`src/rtl/fp_serial_input_deserializer.sv`:
```
// Gathers four LSB-first operand streams and a setup word over a WIDTH-cycle write frame.
// op_valid is high the cycle after the last bit edge; words are held until op_ready.
module fp_serial_input_deserializer #(
  parameter int WIDTH   = 16,
  parameter int SETUP_W = 8
) (
  input  logic               clk_in,
  input  logic               rst_in,
  input  logic               wr_in,
  input  logic               serial1_in,
  input  logic               serial2_in,
  input  logic               serial3_in,
  input  logic               serial4_in,
  input  logic               setup_serial_in,
  output logic               input_rdy,
  output logic               op_valid,
  input  logic               op_ready,
  output logic [WIDTH-1:0]   a_out,
  output logic [WIDTH-1:0]   b_out,
  output logic [WIDTH-1:0]   c_out,
  output logic [WIDTH-1:0]   d_out,
  output logic [SETUP_W-1:0] setup_out,
  output logic               frame_err
);

  localparam int CW = $clog2(WIDTH) + 1;
  localparam int IW = $clog2(WIDTH);
  localparam int SW = (SETUP_W > 1) ? $clog2(SETUP_W) : 1;
  localparam logic [CW-1:0] LAST_BIT  = CW'(WIDTH - 1);
  localparam logic [CW-1:0] SETUP_LIM = CW'(SETUP_W);

  typedef enum logic [1:0] {IDLE, SHIFT, HOLD} state_t;

  state_t             r_state;
  logic [CW-1:0]      r_cnt;
  logic               r_armed;
  logic               r_valid;
  logic               r_err;
  logic [WIDTH-1:0]   r_sa, r_sb, r_sc, r_sd;
  logic [SETUP_W-1:0] r_ss;
  logic [WIDTH-1:0]   r_a, r_b, r_c, r_d;
  logic [SETUP_W-1:0] r_setup;

  logic [IW-1:0]      w_idx;
  logic [WIDTH-1:0]   w_a, w_b, w_c, w_d;
  logic [SETUP_W-1:0] w_s;

  // Next shift-register contents with the current bit dropped in at its own index,
  // so the final edge can load the outputs without waiting an extra cycle.
  always_comb begin
    w_idx      = r_cnt[IW-1:0];
    w_a        = r_sa;
    w_b        = r_sb;
    w_c        = r_sc;
    w_d        = r_sd;
    w_s        = r_ss;
    w_a[w_idx] = serial4_in;
    w_b[w_idx] = serial3_in;
    w_c[w_idx] = serial2_in;
    w_d[w_idx] = serial1_in;
    if (r_cnt < SETUP_LIM) w_s[r_cnt[SW-1:0]] = setup_serial_in;
  end

  always_ff @(posedge clk_in or negedge rst_in) begin
    if (!rst_in) begin
      r_state <= IDLE;
      r_cnt   <= '0;
      r_armed <= 1'b1;
      r_valid <= 1'b0;
      r_err   <= 1'b0;
      r_sa    <= '0;
      r_sb    <= '0;
      r_sc    <= '0;
      r_sd    <= '0;
      r_ss    <= '0;
      r_a     <= '0;
      r_b     <= '0;
      r_c     <= '0;
      r_d     <= '0;
      r_setup <= '0;
    end else begin
      r_err <= 1'b0;
      case (r_state)
        IDLE: begin
          if (!wr_in) begin
            r_armed <= 1'b1;
          end else if (r_armed) begin
            r_sa    <= w_a;
            r_sb    <= w_b;
            r_sc    <= w_c;
            r_sd    <= w_d;
            r_ss    <= w_s;
            r_cnt   <= CW'(1);
            r_state <= SHIFT;
          end
        end
        SHIFT: begin
          if (!wr_in) begin
            // Strobe dropped early: the partial frame is abandoned, outputs untouched.
            r_err   <= 1'b1;
            r_armed <= 1'b1;
            r_cnt   <= '0;
            r_state <= IDLE;
          end else begin
            r_sa  <= w_a;
            r_sb  <= w_b;
            r_sc  <= w_c;
            r_sd  <= w_d;
            r_ss  <= w_s;
            r_cnt <= r_cnt + CW'(1);
            if (r_cnt == LAST_BIT) begin
              r_a     <= w_a;
              r_b     <= w_b;
              r_c     <= w_c;
              r_d     <= w_d;
              r_setup <= w_s;
              r_valid <= 1'b1;
              r_cnt   <= '0;
              r_state <= HOLD;
            end
          end
        end
        HOLD: begin
          if (op_ready) begin
            r_valid <= 1'b0;
            r_armed <= 1'b0;
            r_state <= IDLE;
          end
        end
        default: r_state <= IDLE;
      endcase
    end
  end

  assign input_rdy = (r_state == IDLE) && r_armed;
  assign op_valid  = r_valid;
  assign frame_err = r_err;
  assign a_out     = r_a;
  assign b_out     = r_b;
  assign c_out     = r_c;
  assign d_out     = r_d;
  assign setup_out = r_setup;

endmodule

```
`config.mk`:
```
export PLATFORM = sky130hd
export DESIGN_NAME = fp_serial_input_deserializer
export DESIGN_NICKNAME = d
export VERILOG_FILES = /design/src/rtl/fp_serial_input_deserializer.sv
export SDC_FILE = /design/constraint.sdc
export NUM_CORES = 1
export LEC_CHECK = 0
export ABC_CLOCK_PERIOD_IN_PS = 2400
export CAP_MARGIN = 25
export CORE_MARGIN = 2
export CORE_UTILIZATION = 55
export CTS_CLUSTER_SIZE = 8
export DETAILED_ROUTE_END_ITERATION = 6
export GPL_TIMING_DRIVEN = 0
export HOLD_SLACK_MARGIN = 0.03
export PLACE_DENSITY = 0.79
export SYNTH_ARGS = -nofsm -noshare
export SYNTH_HDL_FRONTEND = slang
export SYNTH_SLANG_ARGS = --single-unit
```
`constraint.sdc`:
```
create_clock -name clk_in -period 2.4 [get_ports clk_in]
set_clock_uncertainty 0.15 [all_clocks]
set_input_delay 0.48 -clock clk_in [delete_from_list [all_inputs] [get_ports clk_in]]
set_output_delay 0.48 -clock clk_in [all_outputs]
set_load 0.02 [all_outputs]
```
==> results by group, run 1 <==
Route
  – Via density: 5.92
  – Via count: ~5.0k
  – Routed wire length: 17400 um
  – Initial detailed-routing violation count: approximately 380
  – WL/cell: around 21 um
  – Drt first pass iters: 5
  – DRT antenna net count: 0
  – DRC: 0

Critical path
  – Slowest-stage cell, CP: dfrtp_2
  – Worst flop-to-flop path endpoint: b_out[13]$_DFFE_PN0P_
  – Crit path kind: reg2reg
  – Worst Setup SP: r_cnt[1]$_DFFE_PN0P_
  – CP Cell Sequence: ha_1 -> buf_2 -> nand4b_4 -> or2_1 -> buf_2 -> clkbuf_2 -> o21ai_0
  – Reg2reg setup slack: 70 ps
  – Slowest cell delay on critical path: approximately 450 ps
  – CP endpoint kind: register
  – R2r startpoint: r_cnt[1]$_DFFE_PN0P_
  – Crit-path max FO: 10
  – Worst Setup Start Kind: register
  – Worst EP arrival: between 2000 and 3000 ps
  – CP required: ~2600 ps
  – Worst path most repeated cell: buf_2
  – Reg2Reg Depth: 7

Synth
  – Syn_area_per_cell: 12.4 sq um
  – Asr flop ratio synth: 1.00
  – Synth top cells by count: dfrtp_1 (149), o21ai_0 (148), mux2_2 (67)
  – Yosys cell types: 40
  – Mapped Area: 6930 sq um
  – Ys flop type: dfrtp_1
  – Post-Syn Instances: 560
  – Most common cell in the synthesized netlist: dfrtp_1
  – Seq/Total Area, Yosys: 0.542
  – Synth top area share: 0.538
  – Yosys reg bits: 150
  – Top cell type by total area after synthesis: dfrtp_1
  – Number of flops mapped to enable cells by yosys: 0
  – Syn Nets: 573
  – Largest cells by area after synthesis: dfrtp_1 (54%), mux2_2 (11%), o21ai_0 (11%), mux2i_1 (8.8%), nor3_4 (2.6%)
  – Syn. warnings: 0

Timing
  – Endpoints failing setup: 0
  – Worst hold slack: between 300 and 400 ps
  – Final Hold Viols: 0
  – Slew @ Worst Pin: around 640 ps
  – Fin crit share: 0.973
  – TNS Setup: 0 ps
  – F_max: 0.428 GHz
  – RSZ-0062 raised after global routing: no
  – Final min period: around 2300 ps
  – Relative slew slack: 0.575
  – Slew Limit Fails: 0

Final layout
  – Final Net Count: 683
  – Diodes inserted: 0
  – Share of cells above drive strength 1: 0.221
  – Non-Filler Instances: 848
  – Area Overhead vs Synth: 23.7%
  – Post-layout instance area: approximately 8600 sq um
  – Fill cells: between 800 and 900

Placed design
  – Port bufs: 83
  – Post-DP Area: about 8000 sq um
  – Placer Congestion: approximately 0.86
  – DP HPWL: 12000 um
  – Placed cells: around 800

CTS
  – CTS tree: built
  – Clock H-tree levels: 4
  – Clock latency at the later pin of the worst-skew pair: between 400 and 500 ps
  – Root buffer cell: clkbuf_16
  – Clock slew at reported path FFs: approximately 60 ps
  – Clock buffer count from CTS: 17
  – Clock buffer depth: 2
  – CTS sink cnt: 150

Pwr
  – Register share of total power: 0.483
  – Logic pwr share: 0.144
  – Clock power frac: 0.373
  – Net switching power: 0.00156 W
  – Worst vdd ir: a little under 0.5 mV
  – Leak: around 3.9 nW
  – Int Pwr: around 0.0046 W
  – P per Cell Area: roughly 720 nW/um^2
  – Sw Ratio: 0.253

Floorplanning
  – Initial Util: 0.570
  – Die Span X: between 100 and 150 um
  – Die footprint: 13500 sq um
  – Core area: between 10000 and 15000 sq um
  – FP Rows: 40
  – I/O Pins: 84
  – Die height: 116 um

Global routing
  – Pin count of the biggest net entering global routing: 97
  – Global Route Usage Sum: 0.277
  – Congestion Overflow GR: 0
  – Vias in the first global route: approximately 5.2k
  – Antenna violations before repair: 0
  – Global-route wire length before repair: 28000 um

Job
  – Max-Cap Viols: 0

Hold path
  – Hold Path Class: reg2reg
  – HP Start: r_sd[5]$_DFFE_PN0P_
  – Hold depth: 1
  – Hold endpoint: r_sd[5]$_DFFE_PN0P_

Outcome
  – Status: finished, final reports clean
[registers in the layout, summed over array words and instances (netlist names)]
register and flops:
op_valid 1, r_sa 15, r_sc 15, r_state 2, setup_out 8, a_out 16
r_sb 15, r_cnt 5, b_out 16, frame_err 1, r_armed 1, c_out 16
d_out 16, r_sd 15, r_ss 8
[worst max-delay path by stage]
stage,end,slack [ps]
finish,b_out[13]$_DFFE_PN0P_,70
detailed placement,b_out[13]$_DFFE_PN0P_,-250
CTS,b_out[7]$_DFFE_PN0P_,20
global route,a_out[13]$_DFFE_PN0P_,20
global placement,c_out[15]$_DFFE_PN0P_,-4980
floorplan,r_sa[0]$_DFFE_PN0P_,260
[cell usage in the layout (no fill, tap or decap), types with 2 or more instances in the layout]
| cell | Yosys | final |
|---|---|---|
| nand2_1 | 5 | 5 |
| ha_1 | 4 | 4 |
| a211oi_1 | 2 | 2 |
| clkbuf_8 | 0 | 2 |
| nand3_1 | 3 | 3 |
| clkbuf_16 | 0 | 17 |
| or3b_2 | 2 | 2 |
| clkbuf_1 | 32 | 33 |
| o21ai_0 | 148 | 148 |
| a21oi_1 | 2 | 2 |
| buf_2 | 4 | 4 |
| nand3_2 | 3 | 3 |
| nor4_1 | 8 | 8 |
| nor3b_4 | 5 | 6 |
| nand3b_2 | 6 | 6 |
| buf_1 | 4 | 4 |
| inv_1 | 5 | 5 |
| clkbuf_2 | 0 | 4 |
| clkinv_2 | 0 | 4 |
| dfrtp_1 | 149 | 148 |
| buf_6 | 4 | 5 |
| nand2b_1 | 4 | 4 |
| buf_4 | 4 | 10 |
| mux2_1 | 5 | 5 |
| nand3b_1 | 4 | 4 |
| nor2_1 | 2 | 2 |
| mux2_2 | 67 | 67 |
| clkdlybuf4s50_1 | 0 | 81 |
| nor3_4 | 11 | 11 |
| mux2i_1 | 61 | 61 |
[cells by family after synthesis]
kind of cell / after synthesis / synth area share
AOI/OAI and AO/OA: 156 / 0.115
muxes: 133 / 0.205
and+or+nand+nor: 64 / 0.0948
adders and majority gates: 4 / 0.00722
DFF: 150 / 0.542
buffers and inverters: 53 / 0.0359
[final cells by class]
class / count / area (sq um) / area share
multi-input cells: 357 / 2940 / 0.343
flip-flops and latches: 150 / 3760 / 0.438
clock inverters: 5 / 27.5 / 0.00321
repair buffers: 91 / 913 / 0.107
plain buffers: 48 / 235 / 0.0274
inverters: 5 / 18.8 / 0.00219
well taps: 168 / 210 / 0.0245
clock buffers: 24 / 472 / 0.0550
[critical path: cells and delay by family, from the launching register on]
family,cells,cell delay (ps)
compound gates,1,300
fa+ha+maj,1,160
buf+inv,3,690
flops,1,450
simple gates,2,470
[metal layers]
| layer | part of all wire | up-vias | GRT usage |
|---|---|---|---|
| met3 | 0.048 | 33 | 0.0571 |
| met1 | 0.45 | 2583 | 0.378 |
| met2 | 0.48 | 150 | 0.442 |
| li1 | - | 2251 | - |
| met4 | 0.022 | 0 | 0.108 |
| met5 | 0 | - | 0 |
[repair_timing]
action	CTS	global route
hold buffers	1	0
endpoints found under the hold margin	53	0
gates resized for setup	4	7
pin swaps	0	1
gates cloned	0	0
endpoints found under the setup margin	52	57
buffers inserted	3	3
[power by group through the flow]
stage	clock [W]	combinational, W	sequential, W
floorplan	0	0.000620	0.00298
global placement	0	0.000815	0.00301
detailed placement	0	0.000860	0.00303
CTS	0.00233	0.000887	0.00298
global route	0.00245	0.000970	0.00302
finish	0.00231	0.000891	0.00299
[metrics by stage]
| stage | util | worst slack [ps] | power, W |
|---|---|---|---|
| 2_1_floorplan | - | 264 | 0.00360 |
| 3_3_place_gp | 0.655 | -4980 | 0.00382 |
| 3_5_place_dp | 0.658 | -253 | 0.00389 |
| 4_1_cts | 0.703 | 22.8 | 0.00621 |
| 5_1_grt | 0.705 | 15.1 | 0.00644 |
| 6_report | 0.705 | 65.2 | 0.00619 |
Power figures use the tool's default switching activity.
==> run 2, diff against run 1 <==
Settings changed: ABC_AREA set to 1.
==> run 2 against run 1 <==
The flow now finishes with violations (setup timing). Sequential share of layout area rose by 1.4 points. Non-clock buffer count down 14. Clock power rose by 8%. Die area fell by 0.53%. Sequential cell count is 4 higher. Critical path type unchanged. Highest routed layer unchanged. Cell count grew 35%.
==> results by group, run 2 <==
Outcome
  – Status: finished with violations (was finished, final reports clean)
  – Failing checks: setup timing

Final layout
  – Diodes inserted: 0 (unchanged)
  – Final Net Count: 984 (was 683)
  – Most frequent cells in the layout: nand2_1 (463), dfrtp_1 (153), clkdlybuf4s50_1 (81) (was o21ai_0 (148), dfrtp_1 (148), clkdlybuf4s50_1 (81))
  – Final core occ: 0.705 (about the same)
  – Share of cells above drive strength 1: 0.0654 (was 0.221)
  – Area Overhead vs Synth: 23.9% (was 23.7%)
  – Most common cell after layout, fill and taps aside: nand2_1

Timing
  – Slew Limit Fails: 0 (unchanged)
  – Final min period: 2420 ps (was 2330 ps)
  – F_max: 0.414 GHz (was 0.428 GHz)
  – TNS Setup: -18.1 ps (was 0 ps)
  – Final worst setup slack: -18.1 ps (was 65.2 ps)
  – Fin crit share: 1.01 (was 0.973)
  – RSZ-0062 raised after global routing: yes (was no)
  – Endpoints failing setup: 1 (was 0)
  – Slew @ Worst Pin: 537 ps (was 635 ps)
  – Final Hold Viols: 0 (unchanged)
  – Relative slew slack: 0.642 (was 0.575)

Synth
  – Ys flop type: dfrtp_1 (unchanged)
  – Asr flop ratio synth: 1.00 (unchanged)
  – Most common cell in the synthesized netlist: nand2_1 (was dfrtp_1)
  – Post-Syn Instances: 867 (was 560)
  – Syn. warnings: 0 (unchanged)
  – Mapped Area: 6890 sq um (was 6930 sq um)
  – Syn Nets: 880 (was 573)
  – Largest cells by area after synthesis: dfrtp_1 (56%), nand2_1 (25%), o21ai_0 (4.9%), nand3_1 (4.9%), inv_1 (1.7%) (was dfrtp_1 (54%), mux2_2 (11%), o21ai_0 (11%), mux2i_1 (8.8%), nor3_4 (2.6%))
  – Seq/Total Area, Yosys: 0.560 (was 0.542)
  – Top cell type by total area after synthesis: dfrtp_1 (unchanged)
  – Synth top area share: 0.556 (was 0.538)
  – Yosys cell types: 22 (was 40)
  – Yosys reg bits: 154 (was 150)
  – Synth top cells by count: nand2_1 (463), dfrtp_1 (153), o21ai_0 (68) (was dfrtp_1 (149), o21ai_0 (148), mux2_2 (67))
  – Number of flops mapped to enable cells by yosys: 0 (unchanged)
  – Syn_area_per_cell: 7.95 sq um (was 12.4 sq um)

Placed design
  – Placer Congestion: 0.840 (was 0.859)
  – Worst slack, placed: -40.5 ps (was -253 ps)
  – Port bufs: 83 (unchanged)
  – DP HPWL: 11400 um (was 12000 um)

Critical path
  – CP endpoint kind: register (unchanged)
  – Worst Setup Start Kind: register (unchanged)
  – Crit path kind: reg2reg (unchanged)
  – Worst EP arrival: 2630 ps (was 2500 ps)
  – CP required: 2610 ps (was 2560 ps)
  – Crit-path max FO: 10 (unchanged)

CTS
  – Clock buffer count from CTS: 17 (unchanged)
  – Clock buffer depth: 2 (unchanged)
  – CTS tree: built (unchanged)
  – CTS sink cnt: 154 (was 150)
  – Clock slew at reported path FFs: 60 ps (about the same)
  – Postcts setup bufs: 0 (was 3)
  – Root buffer cell: clkbuf_16 (unchanged)
  – Clock H-tree levels: 4 (unchanged)
  – Clock latency at the later pin of the worst-skew pair: 430 ps (was 420 ps)

Route
  – DRT antenna net count: 0 (unchanged)
  – Via count: 6059 (was 5017)
  – DRC: 0 (unchanged)
  – Initial detailed-routing violation count: 460 (was 375)
  – Routed wire length: 16900 um (was 17400 um)
  – Via density: 5.28 (was 5.92)
  – WL/cell: 14.7 um (was 20.5 um)
  – Drt first pass iters: 6 (was 5)

Pwr
  – P per Cell Area: 845 nW/um^2 (was 722 nW/um^2)
  – Leak: 4.49 nW (was 3.91 nW)
  – Worst vdd ir: 0.528 mV (was 0.491 mV)
  – Power, Total: 0.00721 W (was 0.00619 W)

Global routing
  – Pin count of the biggest net entering global routing: 102 (was 97)
  – Global-route wire length before repair: 27500 um (was 28000 um)
  – Vias in the first global route: 5730 (was 5188)
  – Antenna violations before repair: 0 (unchanged)
  – Congestion Overflow GR: 0 (unchanged)
  – Global Route Usage Sum: 0.268 (was 0.277)

Floorplanning
  – I/O Pins: 84 (unchanged)
  – Die Span X: 116 um (about the same)
  – Die footprint: 13400 sq um (was 13500 sq um)
  – FP Rows: 40 (unchanged)
  – Core area: 12100 sq um (was 12200 sq um)
  – Initial Util: 0.569 (was 0.570)
  – Die height: 116 um (about the same)

Hold path
  – Hold Path Class: reg2reg (unchanged)

Job
  – Max-Cap Viols: 0 (unchanged)
==> run 2: path summary, 6_finish.rpt <==
kind / start / to / slack, ps / cells past startpoint
hold / removal: c_out[11]$_DFFE_PN0P_ / c_out[11]$_DFFE_PN0P_ / 320 / 2
min in group asynchronous: rst_in / a_out[8]$_DFFE_PN0P_ / 420 / 2
max in group asynchronous: rst_in / r_sd[11]$_DFFE_PN0P_ / 830 / 3
hold reg to reg: c_out[11]$_DFFE_PN0P_ / c_out[11]$_DFFE_PN0P_ / 320 / 2
setup reg to reg: r_cnt[0]$_DFFE_PN0P_ / d_out[4]$_DFFE_PN0P_ / -20 / 7
setup / recovery: r_cnt[0]$_DFFE_PN0P_ / d_out[4]$_DFFE_PN0P_ / -20 / 7
==> run 2: area by class of cell <==
cell class | instances | area (sq um)
flip-flops and latches | 154 | 3850
fillers | 996 | 3580
multi-input cells | 637 | 2670
repair buffers | 85 | 872
clock buffers | 24 | 502
plain buffers | 40 | 246
well taps | 168 | 210
inverters | 36 | 135
clock inverters | 3 | 40.0
==> run 2: cell families (layout without fill, tap and decap cells) <==
family                     count (synthesis)  count (layout)  share of synthesized area
and+or+nand+nor                          556             556                      0.320
DFF                                      154             154                      0.560
adders and majority gates                  4               4                    0.00727
AOI/OAI and AO/OA                         77              77                     0.0576
buffers and inverters                     76             188                     0.0554
==> run 2: stage by stage <==
step,area (sq um),hold WS (ps),cells
floorplan,6890,34.4,867
global placement,7930,303,1118
detailed placement,7960,308,1119
CTS,8510,322,1147
global route,8530,338,1147
finish,8530,316,1147
==> run 2: what timing repair did <==
action / CTS / global route
endpoints found under the setup margin: 0 / 43
hold buffers: 1 / 0
gates resized for setup: 0 / 7
endpoints found under the hold margin: 52 / 0
==> run 2: per-layer routing <==
layer / GRT usage / up-vias / part of all wire
met2: 0.419 / 198 / 0.47
li1: - / 2930 / -
met4: 0.117 / 0 / 0.024
met5: 0 / - / 0
met3: 0.0471 / 34 / 0.062
met1: 0.372 / 2897 / 0.45
==> run 2: critical path, stage by stage, from the launching register on <==
cell      delay [ps]
dfrtp_1          410
buf_2            190
clkinv_1         200
ha_1             360
nand3_1          410
o21ai_0          430
nand2_1          140
nand2_1           90
==> run 2: power by group <==
part / internal [W] / total (W) / leakage [nW] / switching, W
clock: 0.00153 / 0.00250 / 0.270 / 0.000974
sequential: 0.00294 / 0.00311 / 2.10 / 0.000169
combinational: 0.000497 / 0.00160 / 2.13 / 0.00110
